$ cat config.mk
export PLATFORM = sky130hd
export DESIGN_NAME = mousetrap_pipe_sync
export DESIGN_NICKNAME = d
export VERILOG_FILES = /design/src/rtl/mousetrap_pipe_sync.sv
export SDC_FILE = /design/constraint.sdc
export NUM_CORES = 1
export LEC_CHECK = 0
export ABC_AREA = 1
export CORE_ASPECT_RATIO = 0.6
export CORE_UTILIZATION = 50
export CTS_CLUSTER_DIAMETER = 120
export DETAILED_ROUTE_END_ITERATION = 12
export PLACE_DENSITY_LB_ADDON = 0.05
export SLEW_MARGIN = 20
export SYNTH_ARGS = -nofsm -noshare
export SYNTH_HDL_FRONTEND = slang
export SYNTH_SLANG_ARGS = --single-unit
export TNS_END_PERCENT = 30
$ cat constraint.sdc
create_clock -name clk -period 1.5 [get_ports clk]
set_input_delay 0.3 -clock clk [delete_from_list [all_inputs] [get_ports clk]]
set_output_delay 0.3 -clock clk [all_outputs]
set_load 0.005 [all_outputs]
$ cat src/rtl/mousetrap_pipe_sync.sv
// rtl/mousetrap_pipe_sync.sv - clocked DEPTH-stage 2-phase bundled-data MOUSETRAP pipeline FIFO
//
// Purpose: transition-signalling pipeline of WIDTH-bit tokens. Each stage holds a
// done bit and a data register and loads when its request differs from its done
// bit while the stage is empty. A sticky flag records sender protocol violations.
// Optional macro MOUSETRAP_PIPE_OCCUPANCY_EN adds a registered full-stage count.
//
// Ports:
//   clk        clock, all state updates on rising edge
//   rstn       asynchronous active-low reset
//   reqN       upstream request, each toggle offers one token
//   datain     upstream data, bundled with reqN
//   ackNm1     upstream acknowledge (done of stage 0)
//   doneN      downstream request (done of last stage)
//   dataout    data of last stage
//   ackN       downstream acknowledge, a toggle consumes the output token
//   proto_err  sticky: reqN toggled while a previous offer was still pending
//   occupancy  number of full stages (MOUSETRAP_PIPE_OCCUPANCY_EN only)
module mousetrap_pipe_sync #(
  parameter int WIDTH = 8,
  parameter int DEPTH = 4
) (
  input  logic             clk,
  input  logic             rstn,
  input  logic             reqN,
  input  logic [WIDTH-1:0] datain,
  output logic             ackNm1,
  output logic             doneN,
  output logic [WIDTH-1:0] dataout,
  input  logic             ackN,
  output logic             proto_err
`ifdef MOUSETRAP_PIPE_OCCUPANCY_EN
  ,
  output logic [$clog2(DEPTH+1)-1:0] occupancy
`endif
);

  logic [DEPTH-1:0]            done;
  logic [DEPTH-1:0]            done_nxt;
  logic [DEPTH-1:0]            req_v;
  logic [DEPTH-1:0]            ack_v;
  logic [DEPTH-1:0]            load;
  logic [DEPTH-1:0][WIDTH-1:0] data;
  logic [DEPTH-1:0][WIDTH-1:0] data_nxt;
  logic [DEPTH-1:0][WIDTH-1:0] stage_in;
  logic                        reqN_q;

  // Neighbour wiring: request comes from the stage before, acknowledge from the
  // stage after; the chain ends on the external handshake signals.
  always_comb begin
    req_v    = '0;
    ack_v    = '0;
    stage_in = '0;
    req_v[0]    = reqN;
    stage_in[0] = datain;
    for (int i = 1; i < DEPTH; i++) begin
      req_v[i]    = done[i-1];
      stage_in[i] = data[i-1];
    end
    for (int i = 0; i < DEPTH - 1; i++) begin
      ack_v[i] = done[i+1];
    end
    ack_v[DEPTH-1] = ackN;
  end

  // A stage loads when a new token is offered and it is currently empty.
  // Every stage looks only at pre-edge values, so a token advances one stage per edge.
  assign load = (req_v ^ done) & ~(done ^ ack_v);

  always_comb begin
    done_nxt = done;
    data_nxt = data;
    for (int i = 0; i < DEPTH; i++) begin
      if (load[i]) begin
        done_nxt[i] = req_v[i];
        data_nxt[i] = stage_in[i];
      end
    end
  end

  always_ff @(posedge clk or negedge rstn) begin
    if (!rstn) begin
      done <= '0;
      data <= '0;
    end else begin
      done <= done_nxt;
      data <= data_nxt;
    end
  end

  // reqN_q != ackNm1 means the last offer has not yet been taken by stage 0;
  // any further reqN toggle in that window is a sender violation.
  always_ff @(posedge clk or negedge rstn) begin
    if (!rstn) begin
      reqN_q    <= 1'b0;
      proto_err <= 1'b0;
    end else begin
      reqN_q <= reqN;
      if ((reqN != reqN_q) && (reqN_q != done[0])) begin
        proto_err <= 1'b1;
      end
    end
  end

`ifdef MOUSETRAP_PIPE_OCCUPANCY_EN
  localparam int OCC_W = $clog2(DEPTH + 1);

  logic [OCC_W-1:0] occ_nxt;

  // Count full stages as they will be after this edge, so the registered value
  // matches the stage state it is reported alongside.
  always_comb begin
    occ_nxt = '0;
    for (int i = 0; i < DEPTH - 1; i++) begin
      occ_nxt = occ_nxt + OCC_W'(done_nxt[i] ^ done_nxt[i+1]);
    end
    occ_nxt = occ_nxt + OCC_W'(done_nxt[DEPTH-1] ^ ackN);
  end

  always_ff @(posedge clk or negedge rstn) begin
    if (!rstn) begin
      occupancy <= '0;
    end else begin
      occupancy <= occ_nxt;
    end
  end
`endif

  assign ackNm1  = done[0];
  assign doneN   = done[DEPTH-1];
  assign dataout = data[DEPTH-1];

endmodule

After elaboration in Yosys (flattened, before gate mapping)
Cells that the tools add are included.

word-level totals
  register bits = 38
  output and inout port bits = 11
  logic and storage cells = 17

cells by class
  equal/unequal tests = 2
  bitwise operators = 4
  reductions and logical operators = 1

operators by type and width
  operator           count
  $xor 4x4->4        2
  $and 4x4->4        1
  $not 4->4          1
  $ne 1x1->1         2
  $logic_and 1x1->1  1

Logic depth before layout (Yosys ltp)
Gate-level depths: netlist of the first run.

  depth after elaboration = 3
  gate-level depth with buffers = 7
  gate-level depth less buffers = 6

Least setup slack after synthesis of the first run
OpenSTA, ideal clock, no wires.

  kind = flip-flop to flip-flop
  start point = register done[2]
  end point = register data[16] in the netlist's numbering
  library setup time = 0.117 ns
  data arrival time = 1.049 ns
  setup slack = 0.334 ns
  cell stages (with the launch flop) = 6
  buffers on the path = 1
  clock period less this slack = 1.166 ns
  cells stage by stage = dfrtp_1 > buf_6 > xnor2_2 > nand2_4 > nand2_1 > nand2_1

between the ends
  longest elaborated chain between the ends = 3

ends and longest elaborated chain
  item                    line  text
  from (decl)             38    logic [DEPTH-1:0] done;
  from (signal assigned)  86    done <= done_nxt;
  $xor 4x4->4             68    assign load = (req_v ^ done) & ~(done ^ ack_v);
  $not 4->4               68
  $and 4x4->4 *           68
  to (signal assigned)    87    data <= data_nxt;
  to (decl)               43    logic [DEPTH-1:0][WIDTH-1:0] data;

Every way passes the cells marked *; elsewhere a longest branch is shown, timed or not.
A chain may end at the register's enable or synchronous reset.

Final worst setup path of the first run
  start point = register data (netlist bit dataout[0])
  end point = output dataout[0]

RTL lines
  item       line  text
  to (decl)  29    output logic [WIDTH-1:0] dataout,

No word-level cell between the ends.

==> flow_results.org, run 1 <==
** Job
- Max-cap check violation count :: 0

** Setup path
- STA puts the critical path data arrival time at 1.16 ns.
- In this run the number of cells on the critical path is 1.
- Last element of the critical path :: dataout[0]
- Cell with the biggest individual delay on the critical path :: sky130_fd_sc_hd__clkdlybuf4s50_1
- The worst register-to-register path begins at done[2]$_DFFE_PN0P_.
- The worst setup path is of the reg -> out kind.
- Worst setup SP type :: flop
- Internal reg-to-reg setup slack :: 0.14 ns
- Counting both buffers and inverters, the worst setup path holds a total of 1.
- The worst register-to-register path ends at data[21]$_DFFE_PN0P_.
- Sequence of cells on the critical path :: clkdlybuf4s50_1
- On the worst path, the slowest cell contributes a delay of 0.52 ns.
- Family with the most delay on the worst path :: buffers and inverters
- In this run the worst setup path begins at dataout[0]$_DFFE_PN0P_.
- Along the worst path, the maximum fanout reaches 2.
- CP required :: 1.20 ns
- Measured in cells, the most critical reg-to-reg path has a length of 5.
- Nature of the critical path endpoint :: output port

** STA
- Setup skew after layout :: 0.004833 ns
- Rel. slew slack :: 76.82%
- Maximum frequency from static timing analysis :: 684.1 MHz
- RSZ-0062 raised after global routing :: no
- The number of max-slew violations in the final report is 0.
- Post-layout minimum cycle time :: 1.462 ns
- Adding up every negative setup slack in the final design gives 0 ns.
- Final period util :: 97.45%
- Final Hold Viols :: 0
- Setup violations remaining at the end of the flow were counted as 0.
- At the pin with the least slew margin, the transition time is 0.3476 ns.

** Floorplan
- The floorplan step defined a die boundary enclosing 3511 um^2.
- The initial utilization of the core area, before any placement, comes to 54.80%.
- Standard-cell rows :: 15
- Standard cell core area :: 2984 um^2
- Number of top-level pins :: 23
- Chip Width :: 75.83 um
- Vert. Die Dim :: 46.30 um

** CTS
- Clock tree from TritonCTS :: yes
- Clk Latency, worst-skew pair :: 0.28 ns
- The longest clock path from root to sink contains 2 buffers.
- Total clock sinks :: 38
- The H-tree generated during clock tree synthesis spans 2 levels.
- After clock tree synthesis, the clock-pin slew on the worst setup and hold paths is 0.07 ns.
- CTS root buf :: sky130_fd_sc_hd__clkbuf_8
- Buffers inserted during clock tree synthesis total 5.

** Finish
- The repair_antennas step left the layout with diodes totalling 0.
- Layout filler cell count :: 254
- In the final layout, the share of cells above drive strength 1 is 13.64%.
- # nets final :: 210
- In the final layout, flip-flops and latches occupy 952.2 um^2.
- After routing the design area is 1958 um^2.
- Post-synthesis to final-layout area growth :: 19.74%
- The multi-input combinational cells in the finished layout cover a total of 590.6 um^2.

** Route
- For this run, the detailed router's first-pass iteration total came to 4.
- Vias per cell :: 5.063
- Overall routed net length :: 3024 um
- First DRT Iteration DRCs :: 84
- For this run, design rule violations remaining after detail routing come to 0.
- In the final routed layout, each cell accounts on average for 12.60 um.
- The count of nets left with antenna violations once routing finished came out at 0.
- The routed layout has 1,215 vias.

** Synthesis
- Synth cell types :: 18
- The synthesized netlist occupies a cell area of 1635 um^2.
- Yosys printed 0 warnings.
- The number of nets handed over by synthesis was 186.
- Counting flops and latches in the post-synthesis netlist gives 38.
- Register area share after synthesis :: 58.15%
- The average instance in the mapped netlist occupies 9.398 um^2.
- Gate count after technology mapping :: 174

** Global routing
- Vias in the first global route :: 1,180
- Pin count of the biggest net entering global routing :: 39
- Global routing consumed, over all layers together, 20.82% of the routing resources.
- The first global-routing pass estimated 5188 um of wire.
- Residual overflow from global routing :: 0
- The initial antenna violation count came to 0.

** Power and ir drop
- Final Power :: 4.321 mW
- Summed over all cells, the static leakage comes to 1.024 nW.
- Dividing total power by cell area gives a power density of 2207 nW/um^2.
- Maximum vdd drop :: 1.057 mV

** Placed design
- At the end of routability-driven placement, the weighted congestion stood at 0.7593.
- The placed instances occupy a cell area of 1872 um^2.
- Post-detail-place hpwl :: 2237 um
- Number of port buffers :: 22

** Hold path
- The path class of the tightest hold or removal check is in -> async.

** Status
- Result of the run :: finished clean
per-layer routing:
metal	global-route usage, %	share of wire, %	up-vias
li1	-	-	602
met1	28.45	50	578
met2	31.86	45	31
met3	5.908	4.0	4
met4	7.778	0.93	0
met5	0	0	-
synthesized netlist by cell type (all sizes together):
cell type / count / area share (%)
a21oi: 3 / 0.92
buf: 9 / 4.4
dfrtp: 38 / 58
inv: 6 / 1.4
nand2: 74 / 19
nand3: 33 / 10
nand3b: 1 / 1.2
nor2: 5 / 2.2
o21ai: 4 / 1.2
xnor2: 1 / 0.99
power by group:
part / leakage (nW) / total (mW) / switching, mW / internal, mW
Combinational: 0.510 / 1.90 / 1.11 / 0.788
Sequential: 0.476 / 1.79 / 0.304 / 1.48
Clock: 0.0383 / 0.632 / 0.312 / 0.320
placed cells by master, fill, tap and decap left out, types with 3 or more instances in the layout:
cell,instances
sky130_fd_sc_hd__o21ai_0,3
sky130_fd_sc_hd__a21oi_1,3
sky130_fd_sc_hd__nand2_1,66
sky130_fd_sc_hd__nand2_2,5
sky130_fd_sc_hd__dfrtp_1,37
sky130_fd_sc_hd__buf_4,3
sky130_fd_sc_hd__clkbuf_8,5
sky130_fd_sc_hd__nand2_4,3
sky130_fd_sc_hd__inv_2,3
sky130_fd_sc_hd__inv_1,3
sky130_fd_sc_hd__nand3_1,32
sky130_fd_sc_hd__clkdlybuf4s50_1,20
flip-flops by register name (all words and copies together) (netlist names):
| register | flops |
|---|---|
| data | 24 |
| dataout | 8 |
| done | 4 |
| proto_err | 1 |
| reqN_q | 1 |
layout make-up:
type / count / area share, %
well taps: 42 / 2.684
repair buffers: 26 / 13.48
clock buffers: 7 / 3.898
inverters: 6 / 1.150
flip-flops and latches: 38 / 48.63
multi-input cells: 121 / 30.16
logic make-up after synthesis:
logic type      Yosys count  synth area share (%)
buf+inv                  15                 5.738
xor+xnor                  1                0.9949
compound gates            7                 2.141
flops                    38                 58.15
simple gates            113                 32.98
worst reg2reg max path: stages (launching register included):
cell	delay, ns
sky130_fd_sc_hd__dfrtp_1	0.55
sky130_fd_sc_hd__nor2_1	0.16
sky130_fd_sc_hd__nor2_4	0.28
sky130_fd_sc_hd__nand2_4	0.13
sky130_fd_sc_hd__nand2_1	0.08
sky130_fd_sc_hd__nand2_1	0.05
per-stage QoR:
step	utilization [%]	setup slack (ns)	hold WS, ns	cells
after global placement	62.73	0.08075	0.4507	232
final	65.62	0.03830	0.3930	240
after CTS	65.53	0.01070	0.3962	240
after floorplan	-	0.3341	0.004409	174
after detailed placement	62.73	0.04621	0.4554	232
after global routing	65.62	0.003717	0.4351	240
timing repair:
action                                  4_1_cts  5_1_grt
endpoints found under the setup margin        2        1
hold buffers                                  0        0
gates resized for setup                       2        1
setup buffers                                 1        0
how the worst min path moves through the flow:
stage                                        to  cells after the start
final                       data[5]$_DFFE_PN0P_                      2
after global routing        data[1]$_DFFE_PN0P_                      2
after CTS                   data[1]$_DFFE_PN0P_                      2
after detailed placement  proto_err$_DFFE_PN0P_                      1
after global placement    proto_err$_DFFE_PN0P_                      1
after floorplan             data[0]$_DFFE_PN0P_                      0
No activity file was read; power rests on OpenSTA's default activity.
==> run 2: changes to the inputs <==
CORE_UTILIZATION = 48   (was 50)
clock period = 1.2 ns   (was 1.5 ns; I/O delays follow)
==> flow_results.org, run 2 (same netlist as run 1, synthesis figures left out) <==
** Floorplan
- Row generation in the floorplan step produced 15 rows.
- The die is 47.21 um tall.
- Standard cell core area :: 3040 um^2
- Pin placement for this block handled 23 I/O pins.
- DIE AREA :: 3652 um^2
- Initial Utilization :: 53.79%
- In this run the horizontal extent of the chip is 77.36 um.

** Finish
- Number of antenna diodes :: 0
- Multi-input combinational cell area :: 653.1 um^2
- Largest register FFs :: 24
- In the layout the commonest cells are sky130_fd_sc_hd__nand2_1, sky130_fd_sc_hd__dfrtp_1, sky130_fd_sc_hd__nand3_1.
- Storage element area :: 953.4 um^2
- Leaving out fill and tap cells, the most frequent cell in the layout is sky130_fd_sc_hd__nand2_1.
- From synthesis to final layout, the design area changed by 34.74%.
- Layout filler cell count :: 212
- Layout cells sized above 1 :: 24.77%
- Register containing the most flip-flops in the final layout :: data
- # nets final :: 225

** STA
- Summed over all failing endpoints, the final setup total negative slack is 0 ns.
- At the pin with the least slew margin, the transition time is 0.2066 ns.
- The clock period could shrink to 1.189 ns.
- Final period util :: 99.05%
- Setup WS post-layout :: 0.01145 ns
- Headroom to the max-slew limit came out at 86.16%.
- Setup violations remaining at the end of the flow were counted as 0.
- The clock arrives with 0.007483 ns of skew.
- Maximum frequency from static timing analysis :: 841.4 MHz
- The hold violation total from the final report is 0.
- Worst hold margin :: 0.3377 ns
- Fin. max-slew vios :: 0
- Setup repair after global routing could not meet its margin everywhere.

** CTS
- TritonCTS built the clock tree.
- Number of H-tree levels :: 2
- In this run, post-CTS hold repair placed 0 buffers.
- For the worst-skew pair, the clock arrives at the later sink with an insertion delay of 0.28 ns.
- CTS root buf :: sky130_fd_sc_hd__clkbuf_8
- Total clock sinks :: 38
- Clock slew at reported path FFs :: 0.08 ns
- In this run, CTS created clock tree buffers numbering 5.
- Maximum clock path buffer count :: 2

** Power and ir drop
- The share of total power dissipated in combinational logic is 48.2%.
- For this design the total switching power over the nets is 2.467 mW.
- The analysis attributes to cell leakage a power of 1.148 nW.
- Sequential cells account for 35.2% of the total power.
- Switching part of the total :: 38.75%
- Power density of the placed cells :: 2889 nW/um^2
- Summing internal, switching and leakage power gives 6.366 mW.
- Clk pwr share :: 16.6%
- Maximum vdd drop :: 1.385 mV
- Cell internal power was estimated by the tool at 3.899 mW.

** Global routing
- Summed over all layers, the global routing overflow is 0.
- Wire length of the first global-routing pass :: 5423 um
- The initial antenna violation count came to 0.
- GRT Overall Usage :: 20.25%
- Pin count of the biggest net entering global routing :: 39
- The via count of the first global-routing pass came to 1,165.

** Route
- In the routed design, unresolved DRC markers number 0.
- The routed layout has 1,281 vias.
- Once detail routing completed, the nets flagged for antenna violations numbered 0.
- Highest metal layer used by the detailed router :: met4
- Overall routed net length :: 3304 um
- Routed wire per std cell :: 12.91 um
- After detailed routing, the number of vias per cell comes to 5.004.
- For this block, the initial DRC count from the detailed router was 86.
- Sum of met3 wire segment lengths after detailed routing :: 147 um
- The pre-antenna-repair detailed-routing pass consisted of 4 iterations.
- Post-route met1 wirelength :: 1632 um
- Wire segments on met2 add up to 1515 um in the final route.

** Setup path
- STA classifies the critical path endpoint as a flop.
- Crit Path Max Fanout :: 8
- Worst setup SP type :: flop
- Combined buffer and inverter count along the critical path :: 2
- Family with the most delay on the worst path :: simple AND/OR/NAND/NOR gates
- For this design, the slowest cell found on the critical path is sky130_fd_sc_hd__dfrtp_1.
- Crit-path max cell delay :: 0.39 ns
- Critical path class :: reg -> reg
- Arr. time, crit path :: 1.37 ns
- In this run the register-to-register setup slack is 0.01 ns.
- At the worst endpoint, the required time is 1.38 ns.
- The signal on the critical path passes through buf_6, nand2_4, inv_4, nor2_4, nand2_4, nand2_2, nand2_2.

** Placed design
- Number of port buffers :: 22
- Routability-driven placement finished with a final weighted congestion of 0.6698.
- Placement Setup Slack :: -0.1798 ns
- Post-detail-place hpwl :: 2390 um

** Job
- The tool flagged a number of max-cap violations equal to 0.

** Hold path
- Min-Delay Path Class :: in -> async

** Status
- The run finished with clean final reports.
run 2: cell types whose count changed in the layout (fill, tap and decap cells not counted), sizes merged:
cell	previous run	this run
buf	4	19
bufinv	0	1
clkbuf	7	5
clkdlybuf4s15	0	6
clkdlybuf4s50	20	11
clkinv	0	2
dlygate4sd2	1	5
dlymetal6s2s	1	0
run 2: per-layer routing:
layer | GRT usage, % | vias to the layer above
met5 | 0 | -
met4 | 4.906 | 0
met3 | 6.408 | 2
met2 | 33.45 | 26
met1 | 26.81 | 622
li1 | - | 631
run 2: repair_timing:
| item | 4_1_cts | 5_1_grt |
|---|---|---|
| gates resized for setup | 17 | 18 |
| buffers inserted | 2 | 4 |
| pin swaps | 0 | 6 |
| setup endpoints to repair | 35 | 38 |
run 2: worst register-to-register path, cell delays in order (launching register included):
cell                      delay [ns]
sky130_fd_sc_hd__dfrtp_1        0.39
sky130_fd_sc_hd__buf_6          0.13
sky130_fd_sc_hd__nand2_4        0.07
sky130_fd_sc_hd__inv_4          0.04
sky130_fd_sc_hd__nor2_4         0.19
sky130_fd_sc_hd__nand2_4        0.12
sky130_fd_sc_hd__nand2_2        0.09
sky130_fd_sc_hd__nand2_2        0.05
run 2: power by group through the flow:
| stage | logic (mW) | clock network, mW | registers, mW |
|---|---|---|---|
| after global routing | 3.39 | 1.14 | 2.31 |
| final | 3.07 | 1.06 | 2.24 |
| after floorplan | 1.79 | 0 | 2.14 |
| after detailed placement | 2.69 | 0 | 2.23 |
| after CTS | 2.70 | 1.08 | 2.20 |
| after global placement | 2.58 | 0 | 2.21 |
run 2: cell type report:
class / instances / share of cell area, %
repair buffers: 41 / 18.63
inverters: 6 / 1.136
well taps: 42 / 2.385
flip-flops and latches: 38 / 43.27
clock inverters: 3 / 1.817
multi-input cells: 121 / 29.64
clock buffers: 5 / 3.123
run 2: worst paths after layout:
kind / startpoint / end / depth (start not counted)
hold reg to reg: reqN_q$_DFF_PN0_ / proto_err$_DFFE_PN0P_ / 1
setup reg to reg: done[0]$_DFFE_PN0P_ / data[15]$_DFFE_PN0P_ / 7
max in group asynchronous: rstn / done[2]$_DFFE_PN0P_ / 2
hold / removal: rstn / data[6]$_DFFE_PN0P_ / 2
setup / recovery: done[0]$_DFFE_PN0P_ / data[15]$_DFFE_PN0P_ / 7
min in group clk: reqN_q$_DFF_PN0_ / proto_err$_DFFE_PN0P_ / 1
run 2: through the flow:
stage                     instance area [um^2]  util [%]  std cells
after floorplan                           1635         -        174
after global placement                    1972     64.86        242
after detailed placement                  1972     64.86        242
after CTS                                 2102     69.14        252
after global routing                      2203     72.47        256
final                                     2203     72.47        256
